[src/rtl/bcd_pkg.sv]
// Shared constants and helpers for the packed-BCD counter.
package bcd_pkg;

    localparam int         BCD_W   = 4;
    localparam logic [3:0] BCD_MAX = 4'd9;

    function automatic logic bcd_valid(input logic [BCD_W-1:0] i_nib);
        return (i_nib <= BCD_MAX);
    endfunction

endpackage

[src/rtl/bcd_digit_cell.sv]
// One BCD digit register with increment/decrement and terminal-count flags.
module bcd_digit_cell
    import bcd_pkg::*;
(
    input  logic             i_CLK,
    input  logic             i_RST,
    input  logic             i_CLR,
    input  logic             i_LOAD,
    input  logic [BCD_W-1:0] i_LOAD_VAL,
    input  logic             i_EN,
    input  logic             i_UP,
    output logic [BCD_W-1:0] o_DIGIT,
    output logic             o_TERM_UP,
    output logic             o_TERM_DN
);

    logic [BCD_W-1:0] r_digit;
    logic [BCD_W-1:0] w_next;

    assign o_TERM_UP = (r_digit == BCD_MAX);
    assign o_TERM_DN = (r_digit == '0);
    assign o_DIGIT   = r_digit;

    always_comb begin
        w_next = r_digit;
        if (i_UP) begin
            w_next = o_TERM_UP ? '0 : r_digit + 1'b1;
        end else begin
            w_next = o_TERM_DN ? BCD_MAX : r_digit - 1'b1;
        end
    end

    // i_LOAD is only asserted here once the whole load word has been validated
    always_ff @(posedge i_CLK) begin
        if (i_RST) begin
            r_digit <= '0;
        end else if (i_CLR) begin
            r_digit <= '0;
        end else if (i_LOAD) begin
            r_digit <= i_LOAD_VAL;
        end else if (i_EN) begin
            r_digit <= w_next;
        end
    end

endmodule

[src/rtl/bcd_updown_counter_n.sv]
// N-digit BCD up/down counter with load, clear and wrap/saturate limits.
module bcd_updown_counter_n
    import bcd_pkg::*;
#(
    parameter int NUM_DIGITS = 4,
    parameter bit WRAP       = 1'b1
)(
    input  logic                        i_CLK,
    input  logic                        i_RST,
    input  logic                        i_CLK_EN,
    input  logic                        i_UP,
    input  logic                        i_CLR,
    input  logic                        i_LOAD,
    input  logic [BCD_W*NUM_DIGITS-1:0] i_LOAD_VAL,
    output logic [BCD_W*NUM_DIGITS-1:0] o_COUNT,
    output logic                        o_CARRY,
    output logic                        o_AT_MAX,
    output logic                        o_AT_MIN,
    output logic                        o_LOAD_ERR
);

    logic [NUM_DIGITS-1:0] w_term_up;
    logic [NUM_DIGITS-1:0] w_term_dn;
    logic [NUM_DIGITS-1:0] w_nib_ok;
    logic [NUM_DIGITS:0]   w_en;
    logic                  w_at_lim;
    logic                  w_step;
    logic                  w_load_ok;
    logic                  w_load_acc;
    logic                  r_carry;
    logic                  r_load_err;

    assign o_AT_MAX = &w_term_up;
    assign o_AT_MIN = &w_term_dn;

    assign w_at_lim   = i_UP ? o_AT_MAX : o_AT_MIN;
    assign w_step     = i_CLK_EN & ~i_CLR & ~i_LOAD;
    assign w_load_ok  = &w_nib_ok;
    assign w_load_acc = i_LOAD & w_load_ok;

    // Saturating mode kills the whole chain at the limit
    assign w_en[0] = w_step & ~(w_at_lim & ~WRAP);

    genvar k;
    generate
        for (k = 0; k < NUM_DIGITS; k++) begin : g_digit
            assign w_nib_ok[k] = bcd_valid(i_LOAD_VAL[k*BCD_W +: BCD_W]);
            assign w_en[k+1]   = w_en[k]
                               & (i_UP ? w_term_up[k] : w_term_dn[k]);

            bcd_digit_cell u_cell (
                .i_CLK      (i_CLK),
                .i_RST      (i_RST),
                .i_CLR      (i_CLR),
                .i_LOAD     (w_load_acc),
                .i_LOAD_VAL (i_LOAD_VAL[k*BCD_W +: BCD_W]),
                .i_EN       (w_en[k]),
                .i_UP       (i_UP),
                .o_DIGIT    (o_COUNT[k*BCD_W +: BCD_W]),
                .o_TERM_UP  (w_term_up[k]),
                .o_TERM_DN  (w_term_dn[k])
            );
        end
    endgenerate

    // Enable rippling out of the top digit is exactly a wrap event
    always_ff @(posedge i_CLK) begin
        if (i_RST) begin
            r_carry    <= 1'b0;
            r_load_err <= 1'b0;
        end else begin
            r_carry    <= w_en[NUM_DIGITS];
            r_load_err <= i_LOAD & ~i_CLR & ~w_load_ok;
        end
    end

    assign o_CARRY    = r_carry;
    assign o_LOAD_ERR = r_load_err;

endmodule

[config.mk]
export PLATFORM = sky130hd
export DESIGN_NAME = bcd_updown_counter_n
export DESIGN_NICKNAME = d
export VERILOG_FILES = /design/src/rtl/bcd_pkg.sv /design/src/rtl/bcd_digit_cell.sv /design/src/rtl/bcd_updown_counter_n.sv
export SDC_FILE = /design/constraint.sdc
export NUM_CORES = 1
export LEC_CHECK = 0
export ABC_AREA = 1
export CAP_MARGIN = 20
export CELL_PAD_IN_SITES_DETAIL_PLACEMENT = 1
export CELL_PAD_IN_SITES_GLOBAL_PLACEMENT = 1
export CORE_MARGIN = 8
export CORE_UTILIZATION = 28
export CTS_BUF_LIST = sky130_fd_sc_hd__clkbuf_4
export DETAILED_ROUTE_END_ITERATION = 10
export GPL_TIMING_DRIVEN = 1
export PLACE_DENSITY_LB_ADDON = 0.05
export SLEW_MARGIN = 20
export SYNTH_ARGS = -nofsm -noshare
export SYNTH_HDL_FRONTEND = slang
export SYNTH_HIERARCHICAL = 1
export SYNTH_SLANG_ARGS = --single-unit
[constraint.sdc]
create_clock -name i_CLK -period 6.74 [get_ports i_CLK]
set_input_delay 1.011 -clock i_CLK [delete_from_list [all_inputs] [get_ports i_CLK]]
set_output_delay 1.011 -clock i_CLK [all_outputs]
set_load 0.02 [all_outputs]
==> results.toml <==
[run]
cap_violations = 0

[timing]
worst_pin_slew_ps = 935.9
clock.fmax_mhz = 324.6
timing.final.crit_period_ps = 3080
rsz0062_at_grt = "false"
slew_headroom_pct = 37.41
clock_skew_ps = 0.9199
slew_violations = 0
final-setup-viol-count = 0
timing.final.hold_violations = 0
period_share_pct = 45.70
tns_ps = 0

[final_layout]
multiInputGateArea_um2 = 975.9
diodes = 0
seqCellArea_um2 = 360.3
layout.nets = 343
drive_above_1_share_pct = 6.563
syn2layout_area_growth_pct = 35.78
fin_cells = 390
nFillCells = 742
final_core_util_pct = 39.63

[global_route]
first_global_vias = 1877
grt_max_degree = 26
overflow = 0
antenna_found_initial = 0
grt_pass1_wl_um = 8687
grt_usage_pct = 13.75

[hold_path]
min_path_type = "flop to flop"

[drt]
first_iter_violations = 34
wire_per_inst_um = 13.14
ant_nets = 0
dr.pass1.iters = 4
num_vias = 1851
wl_um = 5124
drc_errors = 0
via_per_inst = 4.746

[synthesis]
ys_warn_count = 6
syn_nets = 296
ys_async_sr_fraction_pct = 0
synth_edf_count = 0
synth_area_um2 = 1500
syn_area_per_cell_um2 = 5.475
synthCells = 274
synthDistinctLibCells = 19
synth-seq-area-share_pct = 24.02
ys_ff_latch = 18
synth_ff_type = "dfxtp_1"

[worst_setup_path]
cp-start-kind = "flop"
critPathKind = "flop to primary output"
critPathRequiredTime_ps = 5730
arrival_ps = 2070
cp_max_fo = 8
end_kind = "primary output"

[power_and_ir_drop]
peakVddDrop_mv = 0.05126
powerDensity_nw_per_um2 = 115.4
p_leak_nw = 0.8852

[place]
placed_cells = 386
gp_congestion = 0.8491
hpwl_um = 4034
io_buffer_count = 41

[floorplanning]
dieArea_um2 = 7956
coreArea_um2 = 5140
rows = 26
die_h_um = 89.20
ioPinCount = 42
die_w_um = 89.20
start_util_pct = 29.19

[clocking]
numCtsBuffers = 3
ctsResizeCount = 0
clk-insertion-delay-late_ps = 300
cts_tree = "done"
root_buffer = "clkbuf_4"
ctsHoldBuffers = 0
clk_pin_slew_worst_paths_ps = 120
clockBufferDepth = 2
numClockSinks = 18
h-tree-depth = 1
postCtsSetupBuffers = 0

[run_status]
run_status = "complete, no violations"
## per-stage QoR
stage / cell area (um^2) / power [mW] / hold slack (ps) / worst slack, ps
floorplan: 1500 / 0.1453 / 593.4 / 3221
global placement: 2011 / 0.1768 / 550.4 / 3498
detailed placement: 2011 / 0.1769 / 564.3 / 3463
CTS: 2037 / 0.2382 / 582.9 / 3624
global route: 2037 / 0.2487 / 598.8 / 3496
finish: 2037 / 0.2351 / 579.5 / 3660
## routing by layer
layer,vias up,global-route usage [%],share of wire [%]
li1,981,-,-
met1,833,17.96,51
met2,33,22.02,44
met3,4,2.574,4.1
met4,0,4.532,1.2
met5,-,0,0
## sequential cells by signal (all words and copies together) (netlist names)
register / flops
o_LOAD_ERR: 1
g_digit.u_cell/o_DIGIT: 16
o_CARRY: 1
## layout by cell type (no fill, tap or decap)
master | synthesis | routed
nand2_1 | 84 | 84
nor2_1 | 43 | 43
clkdlybuf4s50_1 | 0 | 41
inv_1 | 35 | 35
dfxtp_1 | 18 | 18
nand3_1 | 16 | 16
a21oi_1 | 16 | 16
o21ai_0 | 13 | 13
a22oi_1 | 8 | 8
inv_2 | 6 | 6
nor2_2 | 5 | 5
clkinv_1 | 4 | 5
o21ai_1 | 4 | 4
o211ai_1 | 4 | 4
nand4_1 | 4 | 4
nor3_1 | 5 | 4
a22o_1 | 4 | 4
nand2_2 | 3 | 3
clkbuf_4 | 0 | 3
nor2_4 | 1 | 1
nand4_2 | 1 | 1
nor3_2 | 0 | 1
buf_4 | 0 | 1
## final timing paths
| path | end | slack, ps | cells after the start | startpoint |
|---|---|---|---|---|
| worst max register to register | g_digit[3].u_cell/o_DIGIT[0] | 4800 | 10 | g_digit[1].u_cell/o_DIGIT[3] |
| worst min-delay path | g_digit[0].u_cell/o_DIGIT[3] | 580 | 2 | g_digit[0].u_cell/o_DIGIT[3] |
| worst max-delay path | o_AT_MIN | 3660 | 6 | g_digit[1].u_cell/o_DIGIT[0] |
| worst min register to register | g_digit[0].u_cell/o_DIGIT[3] | 580 | 2 | g_digit[0].u_cell/o_DIGIT[3] |
## report_power, final
group,switching (mW),internal [mW]
clock network,0.0394,0.0216
logic,0.0345,0.0279
registers,0.00350,0.108
## cells in the mapped netlist, types with 5 or more instances
| cell type | instances | area [um^2] |
|---|---|---|
| nand3_1 | 16 | 80.08 |
| nor2_1 | 43 | 161.4 |
| o21ai_0 | 13 | 65.06 |
| a22oi_1 | 8 | 60.06 |
| a21oi_1 | 16 | 80.08 |
| nor3_1 | 5 | 25.02 |
| inv_1 | 35 | 131.4 |
| nor2_2 | 5 | 31.28 |
| nand2_1 | 84 | 315.3 |
| dfxtp_1 | 18 | 360.4 |
| inv_2 | 6 | 22.52 |
## logic make-up after synthesis
| family | share of synthesized area, % |
|---|---|
| buffers and inverters | 11.26 |
| DFF | 24.02 |
| AOI/OAI and AO/OA | 19.35 |
| and+or+nand+nor | 45.37 |
## critical path, cell delays in order, from the launching register on
cell and delay, ps:
dfxtp_1 420, nor2_2 250, nand3_1 150, inv_1 120
nand2_1 50, nor2_1 140, clkdlybuf4s50_1 620
## cell type report
cell class | count | area share (%)
tap | 70 | 4.300
multi-input combinational | 211 | 47.91
inverter | 45 | 8.292
clock inverter | 1 | 0.1843
timing repair buffer | 42 | 20.52
clock buffer | 3 | 1.106
sequential | 18 | 17.69
Note: power is estimated with default switching activity, not from simulation.
